[src/rtl/fifo_arb_pkg.sv]
// Shared types, requester indices and the rotating winner search for the prefetch-FIFO read arbiter.
// Latency: none, purely declarative plus one combinational helper function.
// Backpressure: not applicable.
package fifo_arb_pkg;

    // Arbiter ownership state: IDLE means no grant, OWNED means exactly one grant bit set.
    typedef enum logic {
        ST_IDLE  = 1'b0,
        ST_OWNED = 1'b1
    } arb_state_e;

    // Requester indices on the shared read port.
    localparam int REQ_OPCODE = 0;
    localparam int REQ_MODRM  = 1;
    localparam int REQ_IMMED  = 2;

    // The picker works on a fixed 8-wide vector so that one function serves every NUM_REQ.
    // Unused upper bits are zero, so wrapping modulo 8 visits the live indices in the same
    // order as wrapping modulo NUM_REQ, provided start < NUM_REQ.
    localparam int MAX_REQ = 8;
    localparam int IDX_W   = 3;

    // Returns the one-hot first set bit of (req & mask), searching upward from start and wrapping.
    function automatic logic [MAX_REQ-1:0] pick_winner(
        input logic [MAX_REQ-1:0] req,
        input logic [MAX_REQ-1:0] mask,
        input logic [IDX_W-1:0]   start
    );
        logic [MAX_REQ-1:0] eligible;
        logic [MAX_REQ-1:0] onehot;
        logic               found;
        logic [IDX_W-1:0]   idx;
        eligible = req & mask;
        onehot   = '0;
        found    = 1'b0;
        for (int i = 0; i < MAX_REQ; i++) begin
            idx = start + IDX_W'(i);
            if (!found && eligible[idx]) begin
                onehot[idx] = 1'b1;
                found       = 1'b1;
            end
        end
        return onehot;
    endfunction

endpackage

[src/rtl/arb_priority_pick.sv]
// Masked priority picker with a rotating start index; one-hot or zero result.
// Latency: combinational.
// Backpressure: none; the caller decides when the result is used.
module arb_priority_pick
    import fifo_arb_pkg::*;
#(
    parameter int NUM_REQ = 3
) (
    input  logic [NUM_REQ-1:0] req,
    input  logic [NUM_REQ-1:0] mask,
    input  logic [IDX_W-1:0]   start,
    output logic [NUM_REQ-1:0] winner
);

    // Widen to the package search width and truncate back; upper bits can never win.
    assign winner = NUM_REQ'(pick_winner(MAX_REQ'(req), MAX_REQ'(mask), start));

endmodule

[src/rtl/fifo_read_arbiter.sv]
// Grants the shared prefetch-FIFO read port to one consumer at a time and counts bytes popped per instruction.
// Latency: grant registered 1 cycle after req; fifo_rd_en and the per-requester empty view are combinational.
// Backpressure: non-owners see empty and never pop; owner keeps grant while FIFO is empty. FIFO_ARB_ROUND_ROBIN_EN selects round-robin.
module fifo_read_arbiter
    import fifo_arb_pkg::*;
#(
    parameter int NUM_REQ   = 3,
    parameter int CNT_WIDTH = 4
) (
    input  logic                 clk,
    input  logic                 reset,
    input  logic                 flush,
    input  logic                 instr_start,
    input  logic [NUM_REQ-1:0]   req,
    input  logic [NUM_REQ-1:0]   req_rd_en,
    output logic [NUM_REQ-1:0]   grant,
    output logic [NUM_REQ-1:0]   req_fifo_empty,
    output logic                 busy,
    output logic                 fifo_rd_en,
    input  logic                 fifo_empty,
    output logic [CNT_WIDTH-1:0] bytes_popped,
    output logic                 conflict
);

    localparam logic [CNT_WIDTH-1:0] CNT_MAX = {CNT_WIDTH{1'b1}};

    arb_state_e         state;
    arb_state_e         state_nxt;
    logic [NUM_REQ-1:0] grant_nxt;
    logic [NUM_REQ-1:0] winner;
    logic [NUM_REQ-1:0] pick_mask;
    logic [IDX_W-1:0]   pick_start;
    logic               owner_holds;

    // The releasing owner is masked out so handover never re-grants the same index.
    assign pick_mask   = ~grant;
    assign owner_holds = |(grant & req);

`ifdef FIFO_ARB_ROUND_ROBIN_EN
    logic [IDX_W-1:0] last_owner;
    logic             new_grant;

    function automatic logic [IDX_W-1:0] onehot_to_idx(input logic [NUM_REQ-1:0] v);
        logic [IDX_W-1:0] idx;
        idx = '0;
        for (int i = 0; i < NUM_REQ; i++) begin
            if (v[i]) idx = IDX_W'(i);
        end
        return idx;
    endfunction

    // A handover always changes the grant vector, so any change to a non-zero grant is a new owner.
    assign new_grant  = (|grant_nxt) && (grant_nxt != grant);
    assign pick_start = (last_owner == IDX_W'(NUM_REQ - 1)) ? '0 : last_owner + 1'b1;

    // Remember the most recent owner; flush deliberately leaves it alone to keep fairness.
    always_ff @(posedge clk) begin
        if (reset) begin
            last_owner <= '0;
        end else if (new_grant) begin
            last_owner <= onehot_to_idx(grant_nxt);
        end
    end
`else
    assign pick_start = '0;
`endif

    arb_priority_pick #(
        .NUM_REQ (NUM_REQ)
    ) u_pick (
        .req    (req),
        .mask   (pick_mask),
        .start  (pick_start),
        .winner (winner)
    );

    // Next ownership: flush drops everything, otherwise grant from IDLE or hand over on release.
    always_comb begin
        state_nxt = state;
        grant_nxt = grant;
        if (flush) begin
            state_nxt = ST_IDLE;
            grant_nxt = '0;
        end else begin
            case (state)
                ST_IDLE: begin
                    if (|req) begin
                        state_nxt = ST_OWNED;
                        grant_nxt = winner;
                    end
                end
                ST_OWNED: begin
                    if (!owner_holds) begin
                        grant_nxt = winner;
                        state_nxt = (|winner) ? ST_OWNED : ST_IDLE;
                    end
                end
                default: begin
                    state_nxt = ST_IDLE;
                    grant_nxt = '0;
                end
            endcase
        end
    end

    // Ownership state and grant register.
    always_ff @(posedge clk) begin
        if (reset) begin
            state <= ST_IDLE;
            grant <= '0;
        end else begin
            state <= state_nxt;
            grant <= grant_nxt;
        end
    end

    // Port gating: only the owner's strobe reaches the FIFO, never during a flush cycle.
    assign fifo_rd_en     = (|(grant & req_rd_en)) & ~fifo_empty & ~flush;
    assign req_fifo_empty = {NUM_REQ{fifo_empty}} | ~grant;
    assign busy           = |grant;

    // Per-instruction byte count; an instruction boundary restarts it, counting a same-cycle pop.
    always_ff @(posedge clk) begin
        if (reset || flush) begin
            bytes_popped <= '0;
        end else if (instr_start) begin
            bytes_popped <= fifo_rd_en ? CNT_WIDTH'(1) : '0;
        end else if (fifo_rd_en && (bytes_popped != CNT_MAX)) begin
            bytes_popped <= bytes_popped + 1'b1;
        end
    end

    // Sticky record of any strobe from a requester that does not own the port.
    always_ff @(posedge clk) begin
        if (reset) begin
            conflict <= 1'b0;
        end else if (|(req_rd_en & ~grant)) begin
            conflict <= 1'b1;
        end
    end

endmodule

[config.mk]
export PLATFORM = sky130hd
export DESIGN_NAME = fifo_read_arbiter
export DESIGN_NICKNAME = d
export VERILOG_FILES = /design/src/rtl/fifo_arb_pkg.sv /design/src/rtl/arb_priority_pick.sv /design/src/rtl/fifo_read_arbiter.sv
export SDC_FILE = /design/constraint.sdc
export NUM_CORES = 1
export LEC_CHECK = 0
export ABC_AREA = 1
export CAP_MARGIN = 20
export CORE_MARGIN = 3
export CORE_UTILIZATION = 40
export DETAILED_ROUTE_END_ITERATION = 10
export PLACE_DENSITY_LB_ADDON = 0.1
export SYNTH_ARGS = -nofsm -noshare
export SYNTH_HDL_FRONTEND = slang
export SYNTH_SLANG_ARGS = --single-unit
[constraint.sdc]
create_clock -name clk -period 1.6 [get_ports clk]
set_clock_uncertainty 0.15 [all_clocks]
set_input_delay 0.32 -clock clk [delete_from_list [all_inputs] [get_ports clk]]
set_output_delay 0.32 -clock clk [all_outputs]
set_load 0.02 [all_outputs]
# Yosys cells after proc, flatten, opt, wreduce, memory -nomap -nowiden
# Cells that the tools add are included.
# Widths: inputs -> output; s select.
# word_totals
ff_bits	9
out_inout_bits	13
input_bits	11
# classes
mux	23
n_reduce_logical	23
eq_ne	3
addsub	1
n_bitwise	11
# ops
operator	count
$reduce_or 3->1	6
$and 3x3->3	4
$mux 4	3
$mux 1	11
$mux 3	3
$mux 7	1
$logic_not 1->1	6
$mux 6	1
$pmux 3 s2	1
$mux 5	1
$add 4x1->4 const B	1
$logic_and 1x1->1 const B	4
$ne 2x2->1 const B	2
$ne 4x4->1 const B	1
$logic_and 1x1->1	3
$not 1->1	3
$not 3->3	1
$or 3x3->3	1
$and 1x1->1	2
$mux 2	1
$pmux 1 s2	1
$reduce_and 2->1	1
$reduce_bool 2->1	1
$reduce_or 2->1	1
$logic_or 1x1->1	1

# Depth between registers and ports, before layout
# Gate-level depths: netlist of the first run.
# depth
depth_word	25
mapped_depth	9
mapped_depth_nobuf	9

# Hierarchy
# Synthesis of the first run repeated with hierarchy kept, for this count alone.
# unflattened
hier_cells	200
hier_area_um2	1192.4
# modules_own_cells
mod	area_per_inst_um2	seq_area_each_um2	instances	cells_each
arb_priority_pick	621.8	0.0	1	110
fifo_read_arbiter	570.5	180.2	1	90

# Worst setup path before layout of the first run
# No wires, ideal clock.
# synth_path
path_type	reg-to-reg
from	reg bytes_popped[0]
to	reg bytes_popped[3]
setup_time_ns	0.109
path_slack_ns	0.202
period_less_slack_ns	1.398
arrival_time_ns	1.140
stages_incl_launch_ff	10
cell_sequence	dfxtp_1 ha_1 nand2_1 clkinv_1 nand2_2 nand3_4 nand2_1 o21ai_1 nand2_1 inv_1
# synth_between
elab_chain_cells	3
elab_cells_between_ends	6
cone_classes	1 x add/sub; 1 x eq/ne; 2 x mux; 2 x reduce/logical
# synth_rtl
item	line	source
start, declared	fifo_read_arbiter.sv:21	output logic [CNT_WIDTH-1:0] bytes_popped,
start signal, assigned	fifo_read_arbiter.sv:127	bytes_popped <= fifo_rd_en ? CNT_WIDTH'(1) : '0;
start signal, assigned	fifo_read_arbiter.sv:129	bytes_popped <= bytes_popped + 1'b1;
$add 4x1->4 or $ne 4x4->1 (tied branches)	fifo_read_arbiter.sv:129, fifo_read_arbiter.sv:128	
$mux 4 or $logic_and 1x1->1 (tied branches)	fifo_read_arbiter.sv:128	end else if (fifo_rd_en && (bytes_popped != CNT_MAX)) begin
$mux 4 or $reduce_bool 2->1 (tied branches)	--	
# Parallel ways exist; a longest one is shown, timed or not. The select of a mux whose other input is x is not followed.
# A chain may end at the register's enable or synchronous reset.

# Final worst setup path of the first run
# layout_path
from	reg grant[1]
to	out grant[1]
# layout_lines
item	line	source
start, declared	fifo_read_arbiter.sv:16	output logic [NUM_REQ-1:0] grant,
start signal, assigned	fifo_read_arbiter.sv:113	grant <= grant_nxt;
# No word-level cell between the ends.

==> metrics, run 1 <==
met3 Track Usage GR 0.05394; Slew @ Worst Pin 0.2113 ns; Synth area leader dfxtp_1; critical path class flip-flop to primary output; Syn Nets 99; Final WS setup 0.04420 ns; Cell Pwr Density 613.7 nW/µm²; CP Capture Point grant[1]; DR iter-0 viols 15; CTS sink count 9; type of origin of the critical path flip-flop; area post-placement 912.1 µm²; ANT cells 0; nets 140; Setup Fix Bufs, Post-CTS 0; CTS tree yes; Synth Instances 87; Critical Path Max Stage Delay 0.37 ns; Total Power 0.0005698 W; Inserted Clock Buffers 3; crit share post-route 0.9724; final core utilization 0.7634; met2 GRT Util 0.2674; Layout area overhead 63.80%; top post-synthesis cells by area dfxtp_1 (32%), nand2_1 (15%), inv_1 (7.3%); Worst EP required 1.13 ns; Max Fclk 642.8 MHz; final setup fails 0; vias in the first global route 621; gpl congestion 0.8295; Yosys cell types 22; grt met1 use 0.2025; GRT overflow 0; Post-route DRC 0; top cell type's share of synthesized area 0.3179; placed cells 137; DR vias 653; Clock Latency Late Sink 0.26 ns; worst r2r path cells 9; Die H 43.64 µm; delay-heaviest family, CP buffers and inverters; Detailed Place HPWL 1.211 mm; CP max FO 4; R2R setup slack 0.20 ns; Worst R2R Start bytes_popped[0]$_SDFFE_PP0P_; Max VDD drop 0.5497 mV; dpl ws -0.5844 ns; CP Depth 2; Layout fillers 98; RSZ-0062 raised after global routing no; Post-synth EDFFs 0; largest net degree at the start of global routing 7; syn avg cell area 6.515 µm²; fin. max-slew vios 0; Critical Path AT 1.09 ns; share of post-route cells with drive strength above 1 0.2992; Via density 4.631; Clock transition at path regs 0.07 ns; FF/Latch Area 181.4 µm²; LEAKAGE 0.5119 nW; Post-Syn Area 566.8 µm²; first-pass GRT wire length 2.366 mm; H-tree Lvls 1; RR Endpoint bytes_popped[3]$_SDFFE_PP0P_; cell chain of the critical path buf_4 -> dlygate4sd2_1; fin cells 141; clock period minus worst slack 1.556 ns; CP endpoint kind primary output; gr usage total 0.1602; CTS root buffer clkbuf_4; Worst Hold Class input port to flip-flop; hold_buf cts 0; yosys warns 0; I/O Buffers 23; Routed Antenna Nets 0; multi-input logic area 327.8 µm²; drt wl/cell 10.20 µm; GRT busiest layer met2; drt total wl 1.438 mm; Initial Utilization 0.4660; # rows 12; Main synth FF type dfxtp_1; CP max-delay cell dfxtp_2; Max-Cap Viols 0; drt first pass iters 4; synthesized flop and latch total 9; Top Ports 24; post-synthesis sequential area ratio 0.3179; clk buf depth 2; status completed; initial antenna violation count 0; post-route cell area 928.4 µm²; Crit path buffers/inverters 2; final hold vios 0; core outline area 1216 µm²; die area 1904 µm²; worst setup path startpoint grant[1]$_SDFFE_PP0P_; Worst slew margin 0.8586; Die X 43.64 µm; Async SR Flop Fraction 0
==> cell usage in the layout, fill, tap and decap left out, drive strengths merged <==
cell type,netlist,final
dlygate4sd2,0,9
nor3,2,2
nand2,24,24
clkinv,1,2
inv,16,16
nand3,8,8
ha,1,1
o21ai,6,6
a211oi,1,1
nand3b,1,1
a31oi,2,2
nor2,13,13
clkdlybuf4s50,0,5
dlymetal6s2s,0,4
buf,0,18
clkbuf,0,3
a21oi,2,2
dfxtp,9,9
xor2,1,1
==> through the flow <==
step	setup TNS [ns]	hold slack, ns
after global routing	0	0.2681
after detailed placement	-2.071	0.3532
after global placement	-1.880	0.3517
final	0	0.2402
after CTS	-0.08591	0.3445
after floorplan	0	0.2394
==> cell families (layout without fill, tap and decap cells) <==
family                   count (synthesis)  in the layout  share of synthesized area
AO/OA/AOI/OAI                           11             11                     0.1192
buffers and inverters                   17             57                     0.1126
flip-flops                               9              9                     0.3179
AND/OR/NAND/NOR                         48             48                     0.4128
adder cells (fa/ha/maj)                  1              1                    0.02207
XOR/XNOR                                 1              1                    0.01546
==> where the power goes <==
group | switching (W) | internal [W] | total, W
Clock | 0.0000844 | 0.0000923 | 0.000177
Combinational | 0.0000811 | 0.0000739 | 0.000155
Sequential | 0.00000528 | 0.000233 | 0.000238
Total | 0.000171 | 0.000399 | 0.000570
==> worst min-delay path: stages <==
cell            delay (ns)
dlymetal6s2s_1        0.14
nand2_1               0.07
a31oi_1               0.07
==> worst min-delay path by stage <==
stage	start	end	slack [ns]	cells after the start
after global routing	req_rd_en[2]	conflict$_SDFFE_PP0P_	0.27	3
after CTS	req_rd_en[1]	conflict$_SDFFE_PP0P_	0.34	3
final	req_rd_en[2]	conflict$_SDFFE_PP0P_	0.24	3
after floorplan	reset	conflict$_SDFFE_PP0P_	0.24	1
after global placement	bytes_popped[0]$_SDFFE_PP0P_	bytes_popped[0]$_SDFFE_PP0P_	0.35	2
after detailed placement	conflict$_SDFFE_PP0P_	conflict$_SDFFE_PP0P_	0.35	2
==> metal layers <==
layer	vias up	routed length, µm
met2	19	670
li1	352	-
met3	0	103
met1	282	664
met4	0	0
met5	-	0
==> timing repair <==
item,4_1_cts,5_1_grt
pin swaps,0,1
setup endpoints to repair,13,4
gates resized for setup,33,6
==> area by class of cell <==
| cell class | instances | share of cell area |
|---|---|---|
| Multi-Input combinational cell | 61 | 0.3531 |
| Timing Repair Buffer | 36 | 0.3342 |
| Sequential cell | 9 | 0.1954 |
| Inverter | 17 | 0.06873 |
| Clock buffer | 3 | 0.02426 |
| Tap cell | 14 | 0.01887 |
| Clock inverter | 1 | 0.005391 |
==> registers in the layout, summed over array words and instances (netlist names) <==
name	cells
conflict	1
state	1
bytes_popped	4
grant	3
==> Yosys cell counts, types with 2 or more instances <==
master,number
nand2_1,22
o21ai_0,3
nor2_1,11
nand3_1,6
nor2_4,2
nand2_2,2
a31oi_1,2
nor3_1,2
dfxtp_1,9
o21ai_1,2
inv_1,11
inv_2,5
(Power assumes the default switching activity.)
==> inputs of run 2 (changes only) <==
- SLEW_MARGIN: default -> 20
==> results of run 2 <==
Same layout as run 1: the final DEF is identical, and so are final timing and power.
